## src/rtl/mem_port_arbiter_pkg.sv

```systemverilog
// Shared types and constants for the hart's RAM port arbiter.
package mem_port_arbiter_pkg;

  localparam int XLEN = 32;

  typedef logic [1:0] mem_size_t;

  localparam mem_size_t SIZE_B = 2'b00;
  localparam mem_size_t SIZE_H = 2'b01;
  localparam mem_size_t SIZE_W = 2'b10;

  typedef enum logic {
    REQ_FETCH,
    REQ_LSU
  } requester_t;

  typedef enum logic [1:0] {
    ARB_IDLE,
    ARB_BUSY,
    ARB_RESP
  } arb_state_t;

  // Byte count of an access; the unused encoding 11 is a word.
  function automatic logic [2:0] size_to_len(input mem_size_t size);
    case (size)
      SIZE_B:  return 3'd1;
      SIZE_H:  return 3'd2;
      default: return 3'd4;
    endcase
  endfunction

endpackage

```

## src/rtl/mem_port_arbiter.sv

```systemverilog
// Two-way arbiter for the hart's single byte-wide RAM port. It sequences
// fetches (always 4 bytes) and loads/stores (1, 2 or 4 bytes). Read bytes
// are assembled little-endian, and store bytes come out of the latched data.
//
// Handshake: a requester raises req with stable address/data and holds it.
// The arbiter answers with a single-cycle done pulse, and the data port is
// valid in that same cycle. The requester must drop req on the edge that
// ends the done cycle, or the arbiter serves it again.
module mem_port_arbiter
  import mem_port_arbiter_pkg::*;
#(
  parameter int ADDR_BITS = 12
) (
  input  logic                 clock,
  input  logic                 reset,
  input  logic                 fetch_req,
  input  logic [ADDR_BITS-1:0] fetch_addr,
  output logic                 fetch_done,
  output logic [XLEN-1:0]      fetch_data,
  input  logic                 lsu_req,
  input  logic                 lsu_we,
  input  logic [1:0]           lsu_size,
  input  logic [ADDR_BITS-1:0] lsu_addr,
  input  logic [XLEN-1:0]      lsu_wdata,
  output logic                 lsu_done,
  output logic [XLEN-1:0]      lsu_rdata,
  output logic [ADDR_BITS-1:0] mem_addr,
  output logic                 mem_we,
  output logic [7:0]           mem_wdata,
  input  logic [7:0]           mem_rdata,
  output arb_state_t           state_dbg
);

  arb_state_t           state_q, state_d;
  requester_t           grant_q, grant_d, last_grant_q;
  logic [ADDR_BITS-1:0] base_q;
  logic                 we_q;
  logic [2:0]           len_q;
  logic [2:0]           idx_q;
  logic [XLEN-1:0]      wdata_q;
  logic [XLEN-1:0]      asm_q;
  logic [1:0]           cap_lane;

  assign state_dbg = state_q;
  // RAM data arrives a cycle late, so the byte seen at idx belongs to idx-1.
  assign cap_lane  = 2'(idx_q - 3'd1);

  // Next state, grant choice, and a memory-port decode built from registers only.
  always_comb begin
    state_d   = state_q;
    grant_d   = grant_q;
    mem_addr  = '0;
    mem_we    = 1'b0;
    mem_wdata = 8'h00;
    case (state_q)
      ARB_IDLE: begin
        if (fetch_req || lsu_req) begin
          state_d = ARB_BUSY;
          if (fetch_req && lsu_req)
            grant_d = (last_grant_q == REQ_FETCH) ? REQ_LSU : REQ_FETCH;
          else if (lsu_req)
            grant_d = REQ_LSU;
          else
            grant_d = REQ_FETCH;
        end
      end
      ARB_BUSY: begin
        if (idx_q < len_q) begin
          mem_addr = base_q + ADDR_BITS'(idx_q);
          mem_we   = we_q;
          if (we_q)
            mem_wdata = wdata_q[{idx_q[1:0], 3'b000} +: 8];
        end
        // A store finishes on its last write; a read needs one extra cycle to capture the final byte.
        if (we_q ? (idx_q == len_q - 3'd1) : (idx_q == len_q))
          state_d = ARB_RESP;
      end
      ARB_RESP: state_d = ARB_IDLE;
      default:  state_d = ARB_IDLE;
    endcase
  end

  // State register, transaction latches, byte assembly and registered done/data.
  always_ff @(posedge clock) begin
    if (reset) begin
      state_q      <= ARB_IDLE;
      grant_q      <= REQ_FETCH;
      last_grant_q <= REQ_FETCH;
      base_q       <= '0;
      we_q         <= 1'b0;
      len_q        <= 3'd0;
      idx_q        <= 3'd0;
      wdata_q      <= '0;
      asm_q        <= '0;
      fetch_done   <= 1'b0;
      fetch_data   <= '0;
      lsu_done     <= 1'b0;
      lsu_rdata    <= '0;
    end else begin
      state_q    <= state_d;
      fetch_done <= 1'b0;
      lsu_done   <= 1'b0;
      case (state_q)
        ARB_IDLE: begin
          if (state_d == ARB_BUSY) begin
            grant_q      <= grant_d;
            last_grant_q <= grant_d;
            base_q       <= (grant_d == REQ_FETCH) ? fetch_addr : lsu_addr;
            we_q         <= (grant_d == REQ_LSU) && lsu_we;
            len_q        <= (grant_d == REQ_FETCH) ? 3'd4 : size_to_len(lsu_size);
            wdata_q      <= lsu_wdata;
            asm_q        <= '0;
            idx_q        <= 3'd0;
          end
        end
        ARB_BUSY: begin
          if (!we_q && idx_q != 3'd0)
            asm_q[{cap_lane, 3'b000} +: 8] <= mem_rdata;
          idx_q <= idx_q + 3'd1;
        end
        ARB_RESP: begin
          if (grant_q == REQ_FETCH) begin
            fetch_done <= 1'b1;
            fetch_data <= asm_q;
          end else begin
            lsu_done  <= 1'b1;
            lsu_rdata <= asm_q;
          end
        end
        default: ;
      endcase
    end
  end

endmodule

```

## config.mk

```make
export PLATFORM = sky130hd
export DESIGN_NAME = mem_port_arbiter
export DESIGN_NICKNAME = d
export VERILOG_FILES = /design/src/rtl/mem_port_arbiter_pkg.sv /design/src/rtl/mem_port_arbiter.sv
export SDC_FILE = /design/constraint.sdc
export NUM_CORES = 1
export LEC_CHECK = 0
export BUFFER_PORTS_ARGS = -buffer_cell sky130_fd_sc_hd__buf_2
export CAP_MARGIN = 20
export CORE_MARGIN = 2
export CORE_UTILIZATION = 48
export DETAILED_ROUTE_END_ITERATION = 10
export PLACE_DENSITY = 0.84
export SYNTH_ARGS = -nofsm -noshare
export SYNTH_HDL_FRONTEND = slang
export SYNTH_SLANG_ARGS = --single-unit
```

## constraint.sdc

```tcl
create_clock -name clock -period 2.15 [get_ports clock]
set_input_delay 0 -clock clock [delete_from_list [all_inputs] [get_ports clock]]
set_output_delay 0 -clock clock [all_outputs]
set_load 0.03 [all_outputs]
```

==> metrics.txt <==
CP arrival 2130 ps; Max-Cap Viols 0; placed insts 1068; crit path buf inv count 2; first-pass GRT wire length 30440 um; switching fraction of total power 28.80%; Yosys top cell area share 46.90%; CTS Sinks 152; Max Clock Skew 11.03 ps; slew margin rel. 50.00%; grt total ovfl 0; clock power share 40.2%; num ports 160; WL/cell 16.60 um; number of synthesized flops with an enable pin 0; via/cell ratio 5.449; syn nets 854; CP max FO 5; Tmin final 2135 ps; Die H 120.3 um; Total GRT Usage 26.45%; DR pass1 iterations 5; worst-path cell chain ha_4 -> inv_2 -> fa_2 -> nor2b_4 -> o2111ai_2 -> xor2_1 -> nor2_2 -> buf_6; Slowest cell on crit path fa_2; die area 14460 um2; fin nets 1068; sequential area share after synthesis 46.90%; Max IR drop VDD 0.7898 mV; Top delay family on crit path adder cells; CP startpoint kind flip-flop; Die W 120.3 um; layout cells sized above 1 27.28%; vias in the first global route 6066; Port Buffer Count 159; Post-Place Worst Slack 158.1 ps; synth unique cells 54; Initial Utilization 49.00%; worst slew pin tran 750.0 ps; Detail Route Antenna Nets 0; Syn Inst Count 770; total negative slack 0 ps; Final HPWL DP 11190 um; DRC errors left 0; Setup violations, final 0; Leak 3.619 nW; Final Wtd Congestion 0.8446; Final WS setup 15.31 ps; largest stage delay on the critical path 420 ps; worst-skew pair later-pin latency 430 ps; Syn. warnings 0; initial DRC count 558; number of fill cells 1000; Achievable Freq 468.5 MHz; Logic pwr share 17.2%; Pins Over Slew Limit 0; largest net degree at the start of global routing 48; Main synth FF type dfxtp_1; net load switching power 2.075 mW; antenna violations before repair 3; core area 13240 um2; total CTS buffers 17; Mapped Avg Cell Area 8.427 um2; Setup CP Type reg2out; Power Internal 5.129 mW; root buffer selected by CTS clkbuf_16; Crit. End Element primary output; Final period util 99.29%; unrepaired setup endpoints after global routing yes; FFs w/ async S/R, synth 0%; Post-DP Area 7460 um2; row cnt 42; Routed WL 19530 um; Yosys top cell by area dfxtp_1; Post-Layout Inst Area 8927 um2; CTS tree yes; synthesis-to-layout area growth 37.58%; Cell Pwr Density 807.0 nW/um2; Hold/Removal Path Class in2reg; Synth Cell Area 6489 um2; CP Data Required Time 2150 ps; final hold viol count 0; Post-Layout Cell Count 1176; vias 6408; Worst-path clk slew 60 ps; top post-synthesis cells by area dfxtp_1 47%, nand2_1 11%, a21oi_1 7.9%; #FFs+latches synth 152; status finished clean; worst-case clock buffer depth 2; H-Tree Depth 4; share of power burned in registers 42.6%
[timing repair]
action,4_1_cts,5_1_grt
gates resized for setup,15,40
buffers inserted,1,4
pin swaps,1,5
cloned,0,1
setup endpoints to repair,20,31
hold buffers,67,0
endpoints found under the hold margin,56,0
[power by group through the flow]
| stage | Sequential, mW | Combinational, mW | Clock, mW |
|---|---|---|---|
| floorplan | 3.09 | 0.752 | 0 |
| global placement | 3.11 | 0.996 | 0 |
| detailed placement | 3.11 | 1.02 | 0 |
| CTS | 3.05 | 1.14 | 2.91 |
| global route | 3.09 | 1.33 | 3.04 |
| finish | 3.07 | 1.24 | 2.90 |
[registers in the layout (all words and copies together), names as in the netlist, 2 cells and up]
register and cells:
asm_q 32, state_dbg 2, fetch_data 32, lsu_rdata 32
len_q 3, wdata_q 32, base_q 12, idx_q 3
[cell usage in the layout (no fill, tap or decap), types with 3 or more instances in the layout]
master | synthesis | final
nand4_1 | 23 | 23
nor3_1 | 5 | 4
a21oi_1 | 102 | 102
clkinv_2 | 0 | 4
mux2i_1 | 12 | 12
nand3b_1 | 4 | 4
nor3_2 | 2 | 3
clkbuf_16 | 0 | 17
nand2b_1 | 27 | 27
diode_2 | 0 | 3
buf_4 | 0 | 31
inv_6 | 0 | 3
nand3_1 | 5 | 4
nor3b_1 | 9 | 8
ha_4 | 0 | 3
nor2b_1 | 13 | 10
dfxtp_1 | 152 | 147
o211ai_1 | 4 | 4
nand2_1 | 196 | 195
a211oi_2 | 8 | 9
inv_1 | 11 | 9
a211oi_1 | 6 | 5
xor2_1 | 5 | 5
a22o_1 | 7 | 7
and2_1 | 4 | 4
nor2_2 | 0 | 4
buf_6 | 1 | 5
xnor2_1 | 4 | 4
ha_1 | 12 | 9
dfxtp_2 | 0 | 4
o21ai_1 | 24 | 24
dlygate4sd3_1 | 0 | 67
mux4_2 | 8 | 8
nor2_1 | 34 | 28
or2_0 | 3 | 3
buf_2 | 12 | 146
[per-layer routing]
layer / global-route usage, % / vias to the layer above / wire (um)
li1: - / 3043 / -
met1: 32.27 / 3007 / 7697
met2: 44.25 / 301 / 9780
met3: 6.509 / 57 / 1361
met4: 11.85 / 0 / 686
met5: 0 / - / 0
[through the flow]
| stage | utilization (%) | power (mW) | hold slack [ps] |
|---|---|---|---|
| floorplan | - | 3.841 | 125.7 |
| global placement | 56.33 | 4.102 | 228.6 |
| detailed placement | 56.33 | 4.129 | 237.6 |
| CTS | 66.12 | 7.098 | 85.87 |
| global route | 67.41 | 7.460 | 128.5 |
| finish | 67.41 | 7.204 | 119.1 |
[area by class of cell]
class / count / area [um2] / share of cell area (%)
clock buffer: 19 / 452.9 / 5.074
clock inverter: 13 / 120.1 / 1.345
timing repair buffer: 252 / 1725 / 19.33
multi-input combinational: 550 / 3308 / 37.06
tap: 176 / 220.2 / 2.467
inverter: 11 / 41.29 / 0.4625
antenna: 3 / 7.507 / 0.08409
sequential: 152 / 3052 / 34.18
[cells by family after synthesis]
kind of cell	after synthesis	synth area share, %
flops	152	46.90
mux	20	4.628
fa+ha+maj	13	2.622
buf+inv	69	4.339
compound gates	165	15.25
simple gates	341	24.68
xor+xnor	10	1.581
[final timing paths]
check / endpoint / slack (ps) / from / depth (start not counted)
setup / recovery: mem_addr[10] / 20 / base_q[0]$_SDFFE_PP0P_ / 8
hold / removal: len_q[1]$_SDFFE_PP0P_ / 120 / lsu_size[1] / 5
setup reg to reg: asm_q[15]$_SDFFE_PP0P_ / 160 / idx_q[0]$_SDFFE_PP0P_ / 6
hold reg to reg: fetch_data[15]$_SDFFE_PP0P_ / 450 / fetch_data[15]$_SDFFE_PP0P_ / 2
[worst min-delay path, stage by stage]
cell and delay (ps):
buf_2 90, a2111oi_0 80, buf_4 150, a22oi_1 130, nor2_1 50
[cells in the mapped netlist (2+ instances only)]
library cell and count:
buf_2 12, o21ai_1 24, dfxtp_1 152, or3b_2 2, nand3_1 5, a21oi_1 102, nor2b_1 13, a22o_1 7
xor2_1 5, nand2_1 196, or2_0 3, ha_1 12, o21ai_0 3, nor4b_2 2, inv_1 11, nand2b_1 27
nand4_1 23, a211oi_1 6, nor3_1 5, a22oi_1 2, mux2i_1 12, nor3_2 2, mux4_2 8, nor2_1 34
xnor2_1 4, nand3b_1 4, clkbuf_1 44, or2_1 2, a211oi_2 8, nor3b_1 9, o211ai_1 4, and3_1 2
and2_1 4
No activity file was read; power rests on OpenSTA's default activity.
